===== config.mk =====
export PLATFORM = sky130hd
export DESIGN_NAME = alu_share_arb
export DESIGN_NICKNAME = d
export VERILOG_FILES = /design/src/rtl/alu_share_arb.sv
export SDC_FILE = /design/constraint.sdc
export NUM_CORES = 1
export LEC_CHECK = 0
export ABC_AREA = 1
export ABC_CLOCK_PERIOD_IN_PS = 2000
export CAP_MARGIN = 20
export CELL_PAD_IN_SITES_DETAIL_PLACEMENT = 0
export CELL_PAD_IN_SITES_GLOBAL_PLACEMENT = 1
export CORE_AREA = 3 3 107 109
export CTS_BUF_LIST = sky130_fd_sc_hd__clkbuf_4
export CTS_CLUSTER_DIAMETER = 100
export DETAILED_ROUTE_END_ITERATION = 10
export DIE_AREA = 0 0 110 112
export DONT_BUFFER_PORTS = 1
export MAX_ROUTING_LAYER = met4
export PLACE_DENSITY_LB_ADDON = 0.1
export SLEW_MARGIN = 15
export SYNTH_ARGS = -nofsm -noshare
export SYNTH_HDL_FRONTEND = slang
export SYNTH_SLANG_ARGS = --single-unit

===== constraint.sdc =====
create_clock -name clk -period 2 [get_ports clk]
set_clock_uncertainty 0.2 [all_clocks]
set_input_delay 0.5 -clock clk [delete_from_list [all_inputs] [get_ports clk]]
set_output_delay 0.5 -clock clk [all_outputs]
set_load 0.02 [all_outputs]

===== src/rtl/alu_share_arb.sv =====
// alu_share_arb: two-port arbiter time-sharing one external ALU, with a one-entry tagged response register
module alu_share_arb #(
  parameter bit FIXED_PRIO = 1'b0
) (
  input  logic        clk,
  input  logic        rst,
  input  logic        req0_valid,
  output logic        req0_ready,
  input  logic [31:0] req0_a,
  input  logic [31:0] req0_b,
  input  logic [3:0]  req0_ctrl,
  input  logic        req1_valid,
  output logic        req1_ready,
  input  logic [31:0] req1_a,
  input  logic [31:0] req1_b,
  input  logic [3:0]  req1_ctrl,
  output logic [31:0] alu_operand_a,
  output logic [31:0] alu_operand_b,
  output logic [3:0]  alu_ctrl,
  input  logic [31:0] alu_result,
  input  logic        alu_zero,
  output logic        rsp_valid,
  input  logic        rsp_ready,
  output logic        rsp_id,
  output logic [31:0] rsp_result,
  output logic        rsp_zero,
  output logic        rsp_err,
  input  logic        flush
);
  logic        r_full, r_last, r_id, r_zero, r_err;
  logic [31:0] r_result;
  logic        w_can_issue, w_grant1, w_acc;
  always_comb begin
    w_can_issue   = ~r_full | rsp_ready;
    // port 1 wins when alone, or on a round-robin tie after port 0 was last served
    w_grant1      = req1_valid & (~req0_valid | (~FIXED_PRIO & ~r_last));
    req0_ready    = ~rst & ~flush & w_can_issue & req0_valid & ~w_grant1;
    req1_ready    = ~rst & ~flush & w_can_issue & w_grant1;
    w_acc         = (req0_valid & req0_ready) | (req1_valid & req1_ready);
    alu_operand_a = w_grant1 ? req1_a : req0_a;
    alu_operand_b = w_grant1 ? req1_b : req0_b;
    alu_ctrl      = w_grant1 ? req1_ctrl : req0_ctrl;
  end
  always_ff @(posedge clk) begin
    if (rst) begin
      r_full   <= 1'b0;
      r_last   <= 1'b1;
      r_id     <= 1'b0;
      r_result <= '0;
      r_zero   <= 1'b0;
      r_err    <= 1'b0;
    end else begin
      r_full <= w_acc | (r_full & ~rsp_ready & ~flush);
      if (w_acc) begin
        r_last   <= w_grant1;
        r_id     <= w_grant1;
        r_result <= alu_result;
        r_zero   <= alu_zero;
        r_err    <= alu_ctrl >= 4'd10;
      end
    end
  end
  assign rsp_valid  = r_full;
  assign rsp_id     = r_id;
  assign rsp_result = r_result;
  assign rsp_zero   = r_zero;
  assign rsp_err    = r_err;
endmodule


; Yosys cells after proc, flatten, opt, wreduce, memory -nomap -nowiden
; Cells that the tools add are included.
[totals]
register_bits = 37
inputBits = 175
output_inout_bits = 106
[classes]
n_mux = 3
bitwise = 21
order_cmp = 1
[op_table]
columns = op, n
row1 = 32-bit 2-to-1 mux, 2
row2 = 1-bit AND, 10
row3 = 1-bit inverter, 7
row4 = "4-bit >= comparator, second input constant", 1
row5 = 4-bit 2-to-1 mux, 1
row6 = 1-bit OR, 4

; Depth between registers and ports, before layout
; Gate-level depths: netlist of run 1.
[depth]
ltp_word = 8
depth_mapped = 9

; Worst setup path before layout of run 1
; Ideal clock, no wire load.
[synth_path]
path_type = input to output
start = in req0_valid
end = out alu_operand_a[22]
path_stages = 7
path_buffers = 2
t_arrival_ns = 1.358
path_slack_ns = -0.058
path_cell_list = nand2_2 -> nand2_2 -> inv_1 -> buf_2 -> buf_2 -> nand2_1 -> nand2_1
[synth_between]
elab_chain_len = 4
[synth_lines]
columns = element, line
row1 = "start, declared", 7  ; input logic req0_valid,
row2 = 1-bit inverter, 36  ; w_grant1 = req1_valid & (~req0_valid | (~FIXED_PRIO & ~r_last));
row3 = 1-bit OR, 36
row4 = 1-bit AND, 36
row5 = 32-bit 2-to-1 mux, 40  ; alu_operand_a = w_grant1 ? req1_a : req0_a;
row6 = "end, declared", 17  ; output logic [31:0] alu_operand_a,
; No other way between the ends.

; Final worst setup path of run 1
[layout_path]
start = reg r_last
end = out alu_operand_a[14]
[layout_between]
elab_chain_len = 4
[layout_lines]
columns = element, line
row1 = "start, declared", 30  ; logic r_full, r_last, r_id, r_zero, r_err;
row2 = "start signal, assigned", 55  ; r_last <= w_grant1;
row3 = 1-bit inverter, 36
row4 = 1-bit OR, 36
row5 = 1-bit AND, 36
row6 = 32-bit 2-to-1 mux, 40
; No other way between the ends.

==> results of run 1 <==
==> metal layers <==
layer  track usage, %  up-vias
met3             2.43        9
met5                -        -
met4             3.24        0
met2             25.1      150
li1                 -     1349
met1             18.9     1172
==> stage by stage <==
step | setup slack, ps | hold slack, ps | instances | power (mW)
2_1_floorplan | -26.2 | 249 | 463 | 1.39
3_3_place_gp | 50.5 | 277 | 589 | 1.49
3_5_place_dp | 63.5 | 283 | 589 | 1.49
4_1_cts | -109 | 114 | 607 | 2.15
5_1_grt | -132 | 115 | 611 | 2.28
6_report | -55.9 | 138 | 611 | 2.14
==> tightest hold or removal path, stage by stage <==
cell and delay [ps]:
inv_1 30, nand2_1 40, nand2_1 50, nor2_1 30
==> logic make-up (layout without fill, tap and decap cells) <==
| family | Yosys count | after routing | share of synthesized area (%) |
|---|---|---|---|
| simple gates | 350 | 350 | 55.2 |
| buf+inv | 70 | 78 | 12.6 |
| flops | 37 | 37 | 30.8 |
| compound gates | 6 | 6 | 1.40 |
==> sequential cells by signal (all words and copies together) (netlist names) <==
name        cells
rsp_result     32
rsp_zero        1
rsp_err         1
rsp_valid       1
r_last          1
rsp_id          1
==> power groups by stage <==
stage	combinational (mW)	sequential [mW]	clock [mW]
CTS	0.705	0.881	0.560
global route	0.801	0.886	0.593
finish	0.736	0.879	0.530
floorplan	0.504	0.881	0
global placement	0.589	0.896	0
detailed placement	0.591	0.898	0
==> placed cells by master (no fill, tap or decap) <==
master	n
nand2_1	186
clkbuf_4	6
o21ai_0	3
a21oi_4	1
inv_12	1
a21oi_2	1
inv_4	2
nor2_1	67
nand3_1	3
nor3_2	1
nand2_8	1
bufinv_16	1
buf_6	4
inv_1	41
nand3b_1	1
buf_16	2
buf_4	9
nand2_4	9
nand2_2	82
dfxtp_1	35
inv_2	1
a21oi_1	1
clkinv_1	1
buf_12	5
dfxtp_2	2
inv_6	1
clkbuf_16	4
==> what timing repair did <==
action | CTS | global route
gates cloned | 5 | 7
pin swaps | 11 | 20
setup buffers | 5 | 0
setup endpoints to repair | 70 | 97
gates resized for setup | 55 | 27
==> cell type report <==
type	count	area (um2)
Clock inverter	2	33.8
Multi-Input combinational cell	356	1660
Timing Repair inverter	1	8.76
Timing Repair Buffer	24	368
Fill cell	1193	7480
Sequential cell	37	743
Inverter	45	186
Tap cell	140	175
Clock buffer	6	45.0
==> path summary, 6_finish.rpt <==
kind	startpoint	endpoint	slack (ps)	depth (start not counted)
worst max-delay path	r_last$_SDFFE_PP1P_	alu_operand_a[14]	-60	6
worst min-delay path	alu_result[0]	rsp_result[0]$_SDFFE_PP0P_	140	4
worst max register to register	r_last$_SDFFE_PP1P_	rsp_result[31]$_SDFFE_PP0P_	180	9
worst min register to register	r_last$_SDFFE_PP1P_	r_last$_SDFFE_PP1P_	300	2
==> out/results.txt, run 1 <==
core box area - 10700 um2
via count of the first global-routing pass - 2432
Max Clock Freq - 486 MHz
post-DP HPWL - 7210 um
leakage power - 1.68 nW
area share of the leading cell type in the synthesized netlist - 43.1%
RSZ-0062 raised after global routing - true
Post-route DRC - 0
VDD IR max - 0.000279 V
CTS sink count - 37
Most common cell on crit path - nand2_2
critical path arrival - 1360 ps
synthesized area per cell - 5.19 um2
Yosys warnings - 0
Hold-fix buffers, CTS - 0
status - complete, but fails checks
crit path cell chain - nand2_4, nand2_8, inv_12, clkbuf_16, nand2_2, nand2_2
worst-margin pin slew - 408 ps
post-route minimum period - 2060 ps
max_slew headroom - 72.8%
Hold WC Path Type - in2reg
met3 wire length - 741 um
slowest stage cell on the critical path - dfxtp_2
Placer Congestion - 0.787
Die Ht - 112 um
combinational share of power - 34.3%
initial antenna violation count - 0
Layout area overhead - 34.0%
EDFF count, synth - 0
PortBufs - 0
sum of negative setup slack - -1800 ps
Synth cell types - 16
P_sw - 847 uW
Yosys top cell by area - nand2_1
die area - 12300 um2
predominant post-synthesis flop cell - dfxtp_1
DR WL/cell - 17.0 um
Final ANT Viol Nets - 0
Critical path buffers and inverters - 2
total track usage - 15.0%
synth cell count leaders - nand2_1 (276), nor2_1 (67), inv_1 (45)
IO Pins - 281
failing checks - negative setup slack
Final Hold Viols - 0
switching share of power - 39.5%
Slew Limit Fails - 0
Final WS setup - -55.9 ps
grt ovf - 0
CP Launch Type - flip-flop
largest net degree at the start of global routing - 67
setup violators final - 65
Post-synth ARST share - 0%
cell family with most CP delay - simple AND/OR/NAND/NOR gates
cell at the root of the clock tree - clkbuf_4
post-route cell area - 3220 um2
final cell utilization of the core - 30.1%
Max Buffers Root-to-Sink - 2
DP Area - 2690 um2
synthesized area - 2400 um2
Antenna diodes - 0
Max-Cap Viols - 0
vias per inst - 4.39
clock network fraction of total power - 24.7%
Internal - 1.30 mW
Power Density - 666 nW/um2
Reg clk slew, reported paths - 120 ps
Rows - 38
FF+latch count, synth - 37
Seq pwr share - 41.0%
Starting Density - 22.5%
wire length on met2 - 5250 um
critical path fanouts, max - 9
nets - 645
CTS tree - done
First-pass DRT Iterations - 4
routed wire length - 10400 um
most frequent cell after synthesis - nand2_1
syn_nets - 638
htree depth - 2
vias after detailed routing - 2680
CTS Buf Count - 5
Crit Path Category - reg2out
DRT iter0 DRCs - 197
Horiz. Die Dim - 110 um
top routing layer in use - met4
synth top area cells - nand2_1 (43%), dfxtp_1 (31%), nor2_1 (10%)
worst skew pair latency - 330 ps
global-route wire length before repair - 13700 um
post-route clock period utilization - 103%
M1 wire length - 4310 um
register area share after synthesis - 30.8%
Critical Path Sink Type - output pin
synthesized instance count - 463
slowest stage delay, CP - 350 ps
Worst EP required - 1300 ps
share of cells above drive strength 1 - 28.2%
Note: power is estimated with default switching activity, not from simulation.
==> inputs of run 2 (changes only) <==
--- a/config.mk
+++ b/config.mk
@@ -5,16 +5,15 @@
 export SDC_FILE = /design/constraint.sdc
 export NUM_CORES = 1
 export LEC_CHECK = 0
-export ABC_AREA = 1
 export ABC_CLOCK_PERIOD_IN_PS = 2000
 export CAP_MARGIN = 20
 export CELL_PAD_IN_SITES_DETAIL_PLACEMENT = 0
 export CELL_PAD_IN_SITES_GLOBAL_PLACEMENT = 1
-export CORE_AREA = 3 3 107 109
+export CORE_AREA = 3 3 109 111
 export CTS_BUF_LIST = sky130_fd_sc_hd__clkbuf_4
 export CTS_CLUSTER_DIAMETER = 100
 export DETAILED_ROUTE_END_ITERATION = 10
-export DIE_AREA = 0 0 110 112
+export DIE_AREA = 0 0 112 114
 export DONT_BUFFER_PORTS = 1
 export MAX_ROUTING_LAYER = met4
 export PLACE_DENSITY_LB_ADDON = 0.1
==> out/results.txt, run 2 <==
status - complete, but fails checks
failing checks - negative setup slack
Die Ht - 114 um (+1.8%)
Hold WC Path Type - in2reg
DR WL/cell - 25.5 um (+50%)
syn_nets - 416 (-35%)
PortBufs - 0 (unchanged)
leakage power - 1.19 nW (-29%)
Starting Density - 20.0% (-2.4 points)
CTS Buf Count - 5 (unchanged)
critical path arrival - 1570 ps (+210 ps)
Synth cell types - 24 (+8)
Post-route DRC - 0 (unchanged)
First-pass DRT Iterations - 4 (unchanged)
synthesized area - 2180 um2 (-9.3%)
area share of the leading cell type in the synthesized netlist - 33.9% (-9.1 points)
combinational share of power - 31.7% (-2.6 points)
RSZ-0062 raised after global routing - true
Power Density - 689 nW/um2 (+3.6%)
Reg clk slew, reported paths - 110 ps (about the same)
htree depth - 2 (unchanged)
nets - 425 (-34%)
Max Clock Freq - 441 MHz (-9.4%)
grt ovf - 0 (unchanged)
Final Hold Viols - 0 (unchanged)
Horiz. Die Dim - 112 um (+1.8%)
Placer Congestion - 0.803 (+2.0%)
Seq pwr share - 41.6% (+0.6 points)
Hold WS - 76.8 ps (-60.7 ps)
Yosys top cell by area - dfxtp_1
predominant post-synthesis flop cell - dfxtp_1
Reg-to-Reg Start - r_last$_SDFFE_PP1P_
critical path fanouts, max - 5 (-4)
synthesized instance count - 241 (-48%)
total power - 2.00 mW (-6.6%)
vias after detailed routing - 1837 (-31%)
dpl cells - 374 (-37%)
FF+latch count, synth - 37 (unchanged)
worst slack, placed - -150 ps (-213 ps)
Max-Cap Viols - 0 (unchanged)
share of cells above drive strength 1 - 40.2% (+12 points)
CP startpoint - r_last$_SDFFE_PP1P_
synth cell count leaders - nand2_1 (70), mux2_2 (48), dfxtp_1 (37)
CTS sink count - 37 (unchanged)
Final WS setup - -269 ps (-213 ps)
switching share of power - 33.1% (-6.4 points)
Internal - 1.34 mW (+3.2%)
die area - 12800 um2 (+3.6%)
P_sw - 664 uW (-22%)
worst skew pair latency - 330 ps (about the same)
Worst EP required - 1300 ps (about the same)
Rows - 38 (unchanged)
largest net degree at the start of global routing - 36 (-46%)
register area share after synthesis - 33.9% (+3.1 points)
synthesized area per cell - 9.05 um2 (+74%)
post-route minimum period - 2270 ps (+213 ps)
max reg flops - 32 (unchanged)
global-route wire length before repair - 13000 um (-5.0%)
core box area - 10900 um2 (+1.8%)
most frequent cell after synthesis - nand2_1
Hold Crit Start - rst
Max Buffers Root-to-Sink - 2 (unchanged)
post-route clock period utilization - 113% (+11 points)
vias per inst - 4.69 (+6.8%)
via count of the first global-routing pass - 1881 (-23%)
CP Launch Type - flip-flop
most frequent cells in the layout - nand2_1 (70), mux2_4 (68), dfxtp_1 (36)
CTS tree - done
cell at the root of the clock tree - clkbuf_4
total track usage - 14.3% (-0.72 points)
post-DP HPWL - 7800 um (+8.1%)
synth top area cells - dfxtp_1 (34%), mux2_2 (25%), nand2_1 (12%)
setup violators final - 70 (+7.7%)
max_slew headroom - 81.5% (+8.8 points)
clock network fraction of total power - 26.7% (+2.0 points)
EDFF count, synth - 0 (unchanged)
Final ANT Viol Nets - 0 (unchanged)
Slew Limit Fails - 0 (unchanged)
Non-Filler Instances - 392 (-36%)
Crit Path Category - reg2out
IO Pins - 281 (unchanged)
initial antenna violation count - 1 (+1)
worst-margin pin slew - 277 ps (-132 ps)
routed wire length - 9990 um (-3.8%)
Yosys warnings - 0 (unchanged)
Post-synth ARST share - 0% (unchanged)
VDD IR max - 0.000316 V (+13%)
Layout area overhead - 33.1%
Critical Path Sink Type - output pin
most common cell after layout, fill and taps aside - nand2_1
DRT iter0 DRCs - 52 (-74%)
-- run 2: changes by cell type after synthesis, sizes merged, moves of 2 or more --
cell	change
nand3	-2
o211ai	+2
mux2	+68
inv	-44
nor2	-65
nor2b	+2
o21ai	-3
buf	-7
a21oi	+30
nand2	-208
-- run 2: timing repair --
item                                   CTS  global route
endpoints found under the hold margin   33             0
hold buffers                             1             0
gates cloned                             2             2
setup buffers                            4             0
setup endpoints to repair               70            70
resized for setup                       40            22
-- run 2: routing by layer --
| layer | up-vias | GRT usage, % | part of all wire [%] |
|---|---|---|---|
| li1 | 847 | - | - |
| met1 | 848 | 14.3 | 34 |
| met2 | 131 | 25.6 | 54 |
| met3 | 11 | 5.62 | 9.9 |
| met4 | 0 | 4.73 | 2.6 |
| met5 | - | - | 0 |
-- run 2: area by class of cell --
cell class | count | area [um2]
inverters | 1 | 3.75
diodes | 1 | 2.50
well taps | 140 | 175
flip-flops and latches | 37 | 742
multi-input cells | 185 | 1570
repair buffers | 20 | 332
clock inverters | 2 | 33.8
fillers | 1178 | 7980
clock buffers | 6 | 45.0
-- run 2: logic make-up after synthesis --
logic type / share of synthesized area [%]
multiplexers: 35.3
buffers and inverters: 5.79
flip-flops: 33.9
AND/OR/NAND/NOR: 14.3
AO/OA/AOI/OAI: 10.7
-- run 2: worst max-delay path: stages (launching register included) --
cell and delay [ps]:
dfxtp_2 350, a21boi_4 160, buf_6 160, buf_12 120
buf_12 110, mux2_4 340
-- run 2: final timing paths --
check | to | slack [ps] | cells after the start
worst max-delay path | alu_operand_b[31] | -270 | 5
worst min-delay path | r_last$_SDFFE_PP1P_ | 80 | 1
worst max register to register | rsp_err$_SDFFE_PP0P_ | 190 | 6
worst min register to register | rsp_result[28]$_SDFFE_PP0P_ | 370 | 2
-- run 2: stage by stage --
| step | util [%] | TNS [ps] | area (um2) |
|---|---|---|---|
| CTS | 25.4 | -19140 | 2770 |
| detailed placement | 22.3 | -6720 | 2430 |
| global route | 26.7 | -23490 | 2910 |
| global placement | 22.3 | -5820 | 2430 |
| finish | 26.7 | -15630 | 2910 |
| floorplan | - | -2770 | 2260 |
-- run 2: power by group through the flow --
stage               clock network, mW  registers (mW)  logic (mW)
CTS                             0.570           0.836       0.599
detailed placement                  0           0.852       0.503
global route                    0.602           0.839       0.669
floorplan                           0           0.844       0.448
global placement                    0           0.853       0.506
finish                          0.534           0.834       0.634
